`src/rtl/pool_out_pkg.sv`:
```
// pool_out_pkg: shared definitions for the pooling output packer.
// Holds the controller state encoding and a ceiling-log2 helper used to size
// lane counters and FIFO pointers.
package pool_out_pkg;

  // Controller states
  localparam logic [1:0] ST_RUN   = 2'd0;
  localparam logic [1:0] ST_FLUSH = 2'd1;
  localparam logic [1:0] ST_DRAIN = 2'd2;
  localparam logic [1:0] ST_DONE  = 2'd3;

  // Ceiling log2; returns 0 for values <= 1
  function automatic int clog2(input int value);
    int res;
    res = 0;
    for (int i = 0; i < 31; i++) begin
      if ((32'd1 << i) < value) begin
        res = i + 1;
      end
    end
    return res;
  endfunction

endpackage

```
`src/rtl/pool_out_fifo.sv`:
```
// pool_out_fifo: synchronous FIFO with full/empty flags.
// Ports:
//   clk, rst_n        clock, asynchronous active-low reset
//   push, push_data   write request and data (ignored when full)
//   pop               read request (ignored when empty)
//   head_data         value of the head slot (valid when !empty)
//   full, empty       occupancy flags
module pool_out_fifo
  import pool_out_pkg::*;
#(
  parameter int WIDTH = 128,
  parameter int DEPTH = 2
) (
  input  logic             clk,
  input  logic             rst_n,
  input  logic             push,
  input  logic [WIDTH-1:0] push_data,
  input  logic             pop,
  output logic [WIDTH-1:0] head_data,
  output logic             full,
  output logic             empty
);

  // A depth-1 FIFO still needs a 1-bit pointer to keep the index legal.
  localparam int PW = (clog2(DEPTH) > 0) ? clog2(DEPTH) : 1;
  localparam int CW = clog2(DEPTH + 1);

  logic [WIDTH-1:0] mem_r [DEPTH];
  logic [PW-1:0]    wr_ptr_r;
  logic [PW-1:0]    rd_ptr_r;
  logic [CW-1:0]    count_r;
  logic             push_ok_s;
  logic             pop_ok_s;

  function automatic logic [PW-1:0] next_ptr(input logic [PW-1:0] p);
    logic [PW-1:0] n;
    if (p == PW'(DEPTH - 1)) begin
      n = '0;
    end else begin
      n = p + 1'b1;
    end
    return n;
  endfunction

  assign full      = (count_r == CW'(DEPTH));
  assign empty     = (count_r == '0);
  assign push_ok_s = push & ~full;
  assign pop_ok_s  = pop & ~empty;
  assign head_data = mem_r[rd_ptr_r];

  // Storage, pointers and occupancy count
  always_ff @(posedge clk or negedge rst_n) begin
    if (!rst_n) begin
      for (int i = 0; i < DEPTH; i++) begin
        mem_r[i] <= '0;
      end
      wr_ptr_r <= '0;
      rd_ptr_r <= '0;
      count_r  <= '0;
    end else begin
      if (push_ok_s) begin
        mem_r[wr_ptr_r] <= push_data;
        wr_ptr_r        <= next_ptr(wr_ptr_r);
      end
      if (pop_ok_s) begin
        rd_ptr_r <= next_ptr(rd_ptr_r);
      end
      case ({push_ok_s, pop_ok_s})
        2'b10:   count_r <= count_r + 1'b1;
        2'b01:   count_r <= count_r - 1'b1;
        default: count_r <= count_r;
      endcase
    end
  end

endmodule

```
`src/rtl/pool_out_packer.sv`:
```
// pool_out_packer: packs the pooled-data beat stream and the sparsity-flag
// beat stream into PORT_WIDTH words, each path through its own output FIFO.
// On layer_fnh the partial words are zero-padded and flushed, both FIFOs are
// drained, and clear_up pulses for one cycle.
// Ports:
//   clk, rst_n                       clock, asynchronous active-low reset
//   layer_fnh / clear_up             layer finished in / flush complete out
//   BF_val/BF_rdy/BF_data            data beat input handshake
//   BF_flg_val/BF_flg_rdy/BF_flg_data flag beat input handshake
//   POOLIF_val/IFPOOL_rdy/POOLIF_data packed data word output handshake
//   POOLIF_flg_val/IFPOOL_flg_rdy/POOLIF_flg_data packed flag word output
// Optional (macro POOL_OUT_STAT_EN): stat_words, stat_flg_words give the
//   number of words popped per path this layer, saturating at 16'hFFFF.
module pool_out_packer
  import pool_out_pkg::*;
#(
  parameter int PORT_WIDTH = 128,
  parameter int DATA_WIDTH = 8,
  parameter int FLAG_WIDTH = 32,
  parameter int OUT_DEPTH  = 2
) (
  input  logic                  clk,
  input  logic                  rst_n,
  input  logic                  layer_fnh,
  output logic                  clear_up,
  output logic                  BF_rdy,
  input  logic                  BF_val,
  input  logic [DATA_WIDTH-1:0] BF_data,
  output logic                  BF_flg_rdy,
  input  logic                  BF_flg_val,
  input  logic [FLAG_WIDTH-1:0] BF_flg_data,
  input  logic                  IFPOOL_rdy,
  output logic                  POOLIF_val,
  output logic [PORT_WIDTH-1:0] POOLIF_data,
  input  logic                  IFPOOL_flg_rdy,
  output logic                  POOLIF_flg_val,
  output logic [PORT_WIDTH-1:0] POOLIF_flg_data
`ifdef POOL_OUT_STAT_EN
  ,
  output logic [15:0]           stat_words,
  output logic [15:0]           stat_flg_words
`endif
);

  localparam int DATA_LANES = PORT_WIDTH / DATA_WIDTH;
  localparam int FLAG_LANES = PORT_WIDTH / FLAG_WIDTH;
  localparam int DCW = (clog2(DATA_LANES) > 0) ? clog2(DATA_LANES) : 1;
  localparam int FCW = (clog2(FLAG_LANES) > 0) ? clog2(FLAG_LANES) : 1;

  logic [1:0]            state_r;
  logic [1:0]            state_nxt_s;

  logic [DCW-1:0]        dcnt_r;
  logic [PORT_WIDTH-1:0] dpack_r;
  logic [PORT_WIDTH-1:0] dword_s;
  logic [PORT_WIDTH-1:0] dpush_data_s;
  logic                  dacc_s, dlast_s, dflush_s, dpush_s, dpop_s;
  logic                  dfull_s, dempty_s;

  logic [FCW-1:0]        fcnt_r;
  logic [PORT_WIDTH-1:0] fpack_r;
  logic [PORT_WIDTH-1:0] fword_s;
  logic [PORT_WIDTH-1:0] fpush_data_s;
  logic                  facc_s, flast_s, fflush_s, fpush_s, fpop_s;
  logic                  ffull_s, fempty_s;

  assign BF_rdy         = (state_r == ST_RUN) & ~dfull_s;
  assign BF_flg_rdy     = (state_r == ST_RUN) & ~ffull_s;
  assign clear_up       = (state_r == ST_DONE);
  assign POOLIF_val     = ~dempty_s;
  assign POOLIF_flg_val = ~fempty_s;

  assign dacc_s   = BF_val & BF_rdy;
  assign dlast_s  = (dcnt_r == DCW'(DATA_LANES - 1));
  assign dflush_s = (state_r == ST_FLUSH) & (dcnt_r != '0) & ~dfull_s;
  assign dpush_s  = (dacc_s & dlast_s) | dflush_s;
  assign dpop_s   = POOLIF_val & IFPOOL_rdy;

  assign facc_s   = BF_flg_val & BF_flg_rdy;
  assign flast_s  = (fcnt_r == FCW'(FLAG_LANES - 1));
  assign fflush_s = (state_r == ST_FLUSH) & (fcnt_r != '0) & ~ffull_s;
  assign fpush_s  = (facc_s & flast_s) | fflush_s;
  assign fpop_s   = POOLIF_flg_val & IFPOOL_flg_rdy;

  // Data word with the incoming beat merged into lane dcnt
  always_comb begin
    dword_s = dpack_r;
    dword_s[int'(dcnt_r)*DATA_WIDTH +: DATA_WIDTH] = BF_data;
    if (dacc_s) begin
      dpush_data_s = dword_s;
    end else begin
      dpush_data_s = dpack_r;
    end
  end

  // Flag word with the incoming beat merged into lane fcnt
  always_comb begin
    fword_s = fpack_r;
    fword_s[int'(fcnt_r)*FLAG_WIDTH +: FLAG_WIDTH] = BF_flg_data;
    if (facc_s) begin
      fpush_data_s = fword_s;
    end else begin
      fpush_data_s = fpack_r;
    end
  end

  // Data pack register and lane counter; lanes above dcnt stay zero, so a
  // flush pushes an already zero-padded word.
  always_ff @(posedge clk or negedge rst_n) begin
    if (!rst_n) begin
      dcnt_r  <= '0;
      dpack_r <= '0;
    end else if (dacc_s) begin
      if (dlast_s) begin
        dcnt_r  <= '0;
        dpack_r <= '0;
      end else begin
        dcnt_r  <= dcnt_r + 1'b1;
        dpack_r <= dword_s;
      end
    end else if (dflush_s) begin
      dcnt_r  <= '0;
      dpack_r <= '0;
    end
  end

  // Flag pack register and lane counter
  always_ff @(posedge clk or negedge rst_n) begin
    if (!rst_n) begin
      fcnt_r  <= '0;
      fpack_r <= '0;
    end else if (facc_s) begin
      if (flast_s) begin
        fcnt_r  <= '0;
        fpack_r <= '0;
      end else begin
        fcnt_r  <= fcnt_r + 1'b1;
        fpack_r <= fword_s;
      end
    end else if (fflush_s) begin
      fcnt_r  <= '0;
      fpack_r <= '0;
    end
  end

  // Layer-finish sequencing: flush partials, drain FIFOs, pulse clear_up
  always_comb begin
    state_nxt_s = state_r;
    case (state_r)
      ST_RUN: begin
        if (layer_fnh) begin
          state_nxt_s = ST_FLUSH;
        end else begin
          state_nxt_s = ST_RUN;
        end
      end
      ST_FLUSH: begin
        // Counters are checked as registered, so FLUSH lasts at least a cycle
        if ((dcnt_r == '0) && (fcnt_r == '0)) begin
          state_nxt_s = ST_DRAIN;
        end else begin
          state_nxt_s = ST_FLUSH;
        end
      end
      ST_DRAIN: begin
        if (dempty_s && fempty_s) begin
          state_nxt_s = ST_DONE;
        end else begin
          state_nxt_s = ST_DRAIN;
        end
      end
      ST_DONE:  state_nxt_s = ST_RUN;
      default:  state_nxt_s = ST_RUN;
    endcase
  end

  // State register
  always_ff @(posedge clk or negedge rst_n) begin
    if (!rst_n) begin
      state_r <= ST_RUN;
    end else begin
      state_r <= state_nxt_s;
    end
  end

  pool_out_fifo #(
    .WIDTH (PORT_WIDTH),
    .DEPTH (OUT_DEPTH)
  ) u_data_fifo (
    .clk       (clk),
    .rst_n     (rst_n),
    .push      (dpush_s),
    .push_data (dpush_data_s),
    .pop       (dpop_s),
    .head_data (POOLIF_data),
    .full      (dfull_s),
    .empty     (dempty_s)
  );

  pool_out_fifo #(
    .WIDTH (PORT_WIDTH),
    .DEPTH (OUT_DEPTH)
  ) u_flag_fifo (
    .clk       (clk),
    .rst_n     (rst_n),
    .push      (fpush_s),
    .push_data (fpush_data_s),
    .pop       (fpop_s),
    .head_data (POOLIF_flg_data),
    .full      (ffull_s),
    .empty     (fempty_s)
  );

`ifdef POOL_OUT_STAT_EN
  logic [15:0] stat_words_r;
  logic [15:0] stat_flg_words_r;

  assign stat_words     = stat_words_r;
  assign stat_flg_words = stat_flg_words_r;

  // Per-layer pop counters; cleared as DONE hands back to RUN
  always_ff @(posedge clk or negedge rst_n) begin
    if (!rst_n) begin
      stat_words_r     <= 16'h0000;
      stat_flg_words_r <= 16'h0000;
    end else if (state_r == ST_DONE) begin
      stat_words_r     <= 16'h0000;
      stat_flg_words_r <= 16'h0000;
    end else begin
      if (dpop_s && (stat_words_r != 16'hFFFF)) begin
        stat_words_r <= stat_words_r + 16'h0001;
      end
      if (fpop_s && (stat_flg_words_r != 16'hFFFF)) begin
        stat_flg_words_r <= stat_flg_words_r + 16'h0001;
      end
    end
  end
`endif

endmodule

```
`config.mk`:
```
export PLATFORM = sky130hd
export DESIGN_NAME = pool_out_packer
export DESIGN_NICKNAME = d
export VERILOG_FILES = /design/src/rtl/pool_out_pkg.sv /design/src/rtl/pool_out_fifo.sv /design/src/rtl/pool_out_packer.sv
export SDC_FILE = /design/constraint.sdc
export NUM_CORES = 2
export LEC_CHECK = 0
export ABC_AREA = 1
export ABC_CLOCK_PERIOD_IN_PS = 3400
export BUFFER_PORTS_ARGS = -buffer_cell sky130_fd_sc_hd__buf_2
export CORE_MARGIN = 5
export CORE_UTILIZATION = 40
export DETAILED_ROUTE_END_ITERATION = 7
export PLACE_DENSITY = 0.69
export SLEW_MARGIN = 20
export SYNTH_ARGS = -nofsm -noshare
export SYNTH_HDL_FRONTEND = slang
export SYNTH_SLANG_ARGS = --single-unit
```
`constraint.sdc`:
```
create_clock -name clk -period 3.4 [get_ports clk]
set_clock_uncertainty 0.05 [all_clocks]
set_input_delay 0.34 -clock clk [delete_from_list [all_inputs] [get_ports clk]]
set_output_delay 0.34 -clock clk [all_outputs]
set_load 0.03 [all_outputs]
```
==> results.sh <==
export IMPL_final_seq_area_sq_um=19600
export IMPL_ys_ff_latch=784
export IMPL_path_clk_slew_ns=0.06
export IMPL_rrSetupSlack_ns=0.58
export IMPL_worst_pin_slew_ns=0.995
export IMPL_synth_top_cell_by_area="dfrtp_1"
export IMPL_ys_warn_count=0
export IMPL_post_route_drc_count=0
export IMPL_grt_usage=0.226
export IMPL_clock_root_buffer="clkbuf_16"
export IMPL_p_int_uw=22400
export IMPL_min_path_type="input port to flop"
export IMPL_finalSetupViolCount=0
export IMPL_drt_initial_drc_count=3724
export IMPL_required_ns=3.01
export IMPL_synth_cell_type_count=33
export IMPL_multi_input_area_sq_um=15000
export IMPL_synth_nets=5051
export IMPL_endpoint_kind="primary output"
export IMPL_fmax_mhz=348
export IMPL_status="finished clean"
export IMPL_slew_headroom=0.337
export IMPL_finalSetupTns_ns=0
export IMPL_fill_cells=9177
export IMPL_min_path_cells=3
export IMPL_netlist_area_sq_um=38000
export IMPL_crit_path_max_incr_delay_ns=0.54
export IMPL_synth_top_area_frac=0.517
export IMPL_rsz0062_at_grt="false"
export IMPL_post_cts_setup_buffers=0
export IMPL_cts_sinks=784
export IMPL_drt_total_wl_microns=118000
export IMPL_cellLeakagePower_uw=0.0219
export IMPL_r2r_worst_path_cells=10
export IMPL_cts_htree_levels=3
export IMPL_final_layout_size_suffix_gt1_frac=0.109
export IMPL_hold_viol_final=0
export IMPL_portBuffers=307
export IMPL_clk_latency_ns=0.66
export IMPL_antenna_found_initial=8
export IMPL_grtUsageMet2=0.363
export IMPL_whs_endpoint="u_data_fifo.rd_ptr_r"
export IMPL_worstSetupPathType="flop to primary output"
export IMPL_routed_via_density=5.31
export IMPL_antenna_left=0
export IMPL_cap_viol_max_count=0
export IMPL_cts_buffers_inserted=87
export IMPL_power_density_nw_per_um2=943
export IMPL_core_area_sq_um=94600
export IMPL_crit_chain="clkinv_2 -> buf_12 -> nand2_1 -> nand2_1 -> buf_2"
export IMPL_grt_pass1_wl_microns=185000
export IMPL_met1_usage=0.308
export IMPL_place_congestion=0.929
export IMPL_syn_inst=4991
export IMPL_gr_total_overflow=0
export IMPL_holdCritStartpoint="IFPOOL_rdy"
export IMPL_syn_area_per_cell_sq_um=7.60
export IMPL_peakVddDrop_uv=669
export IMPL_period_needed_ns=2.87
export IMPL_grt_max_degree=161
export IMPL_wire_per_inst_microns=18.3
export IMPL_r2r_end="u_data_fifo.mem_r[218]"
export IMPL_cts_tree="built"
export IMPL_die_w_microns=318
export IMPL_nets=5195
export IMPL_worst_setup_path_start_kind="flop"
export IMPL_seqPwrFrac=0.327
export IMPL_vias=34400
export IMPL_clkPwrFrac=0.234
export IMPL_maxSlewViolCount=0
export IMPL_cp_max_fo=56
export IMPL_swShare=0.456
export IMPL_rows=113
export IMPL_worst_path_max_delay_cell="clkinv_2"
export IMPL_reg2reg_from="dcnt_r[0]"
export IMPL_io_pins=308
export IMPL_initial_core_util=0.401
export IMPL_p_sw_uw=18700
export IMPL_clockBufferDepth=3
export IMPL_synth_top_cells_by_area="dfrtp_1, nand2_1, o21ai_0, o22ai_1, inv_1"
export IMPL_top_usage_layer="met2"
export IMPL_dp_hpwl_microns=77400
export IMPL_syn_to_final_growth_pct=14.9
export IMPL_final_core_util=0.461
export IMPL_synth_seq_area_share=0.517
export IMPL_combPwrFrac=0.440
export IMPL_die_area_sq_um=101000
export IMPL_first_pass_iters=7
export IMPL_cp_common_cell="nand2_1"
export IMPL_first_global_vias=32000
export IMPL_met3_usage=0.0356
export IMPL_die_h_microns=318
export IMPL_final_cell_mix="nand2_1, dfrtp_1, o21ai_0"
export IMPL_cp_arrival_ns=2.48
export IMPL_layout_commonest_cell="nand2_1"
export IMPL_fin_crit_sh=0.845
==> logic make-up (layout without fill, tap and decap cells) <==
| logic type | count (synthesis) | after routing | synth area share |
|---|---|---|---|
| simple gates | 2288 | 2288 | 0.236 |
| compound gates | 1060 | 1060 | 0.153 |
| buf+inv | 839 | 1048 | 0.0881 |
| flops | 784 | 784 | 0.517 |
| fa+ha+maj | 13 | 13 | 0.00429 |
| xor+xnor | 7 | 7 | 0.00162 |
| other cells | 0 | 6 | 0 |
==> synthesized netlist by cell type, drive strengths merged <==
| cell type | n |
|---|---|
| a21oi | 61 |
| o22ai | 342 |
| ha | 13 |
| dfrtp | 784 |
| nor3 | 13 |
| o311ai | 1 |
| nand3 | 164 |
| inv | 498 |
| xor2 | 5 |
| xnor2 | 2 |
| clkbuf | 220 |
| o21ai | 632 |
| nor2 | 92 |
| o211ai | 23 |
| nand2 | 1984 |
| buf | 120 |
| nand4 | 35 |
| clkinv | 1 |
| a21boi | 1 |
==> power groups by stage <==
stage	Clock (uW)	Combinational [uW]	Sequential [uW]
CTS	9760	18100	13400
global placement	0	17800	13500
floorplan	0	12500	13200
finish	9610	18100	13400
global route	10200	19800	13700
detailed placement	0	18000	13500
==> state kept, by name, summed over array words and instances (netlist names), 2 cells and up, named ones only <==
signal / flops
dcnt_r: 4
dpack_r: 128
fcnt_r: 2
fpack_r: 128
u_data_fifo.count_r: 2
u_data_fifo.mem_r: 256
u_flag_fifo.count_r: 2
u_flag_fifo.mem_r: 256
==> worst max-delay path: cells and delay by family, from the launching register on <==
kind | cells | cell delay [ns]
buf+inv | 3 | 1.17
flops | 1 | 0.42
simple gates | 2 | 0.19
==> timing repair <==
action                                 CTS  global route
endpoints found under the hold margin   49             0
hold buffers                             2             0
gates resized for setup                  0             0
setup endpoints to repair                0             0
==> metrics by stage <==
stage | cell area (sq um) | hold slack (ns) | setup WS (ns) | power [uW] | std cells
after floorplan | 38000 | -0.00559 | 1.03 | 25700 | 4991
after global placement | 40700 | 0.345 | 0.679 | 31300 | 6309
after detailed placement | 40700 | 0.358 | 0.648 | 31600 | 6309
after CTS | 43600 | 0.0319 | 0.474 | 41300 | 6465
after global routing | 43600 | 0.0763 | 0.322 | 43700 | 6468
final | 43600 | 0.0893 | 0.528 | 41100 | 6471
==> worst max-delay path by stage <==
stage / cells past startpoint / startpoint / slack, ns / endpoint
after floorplan: 11 / dcnt_r[0] / 1.03 / u_data_fifo.mem_r[112]
after global placement: 13 / dcnt_r[1] / 0.68 / u_data_fifo.mem_r[164]
after detailed placement: 13 / dcnt_r[1] / 0.65 / u_data_fifo.mem_r[163]
after CTS: 3 / u_flag_fifo.rd_ptr_r / 0.47 / POOLIF_flg_data[40]
after global routing: 12 / dcnt_r[0] / 0.32 / u_data_fifo.mem_r[207]
final: 5 / u_data_fifo.rd_ptr_r / 0.53 / POOLIF_data[4]
==> cell type report <==
cell class              count  area share
diodes                      6    0.000344
clock buffers             126      0.0596
clock inverters            28     0.00697
inverters                 499      0.0433
multi-input cells        3368       0.345
flip-flops and latches    784       0.450
well taps                1265      0.0363
repair buffers            395      0.0588
==> metal layers <==
layer,share of wire,vias up
li1,-,16300
met1,0.42,16500
met2,0.47,1319
met3,0.070,227
met4,0.044,0
met5,0,-
No activity file was read; power rests on OpenSTA's default activity.
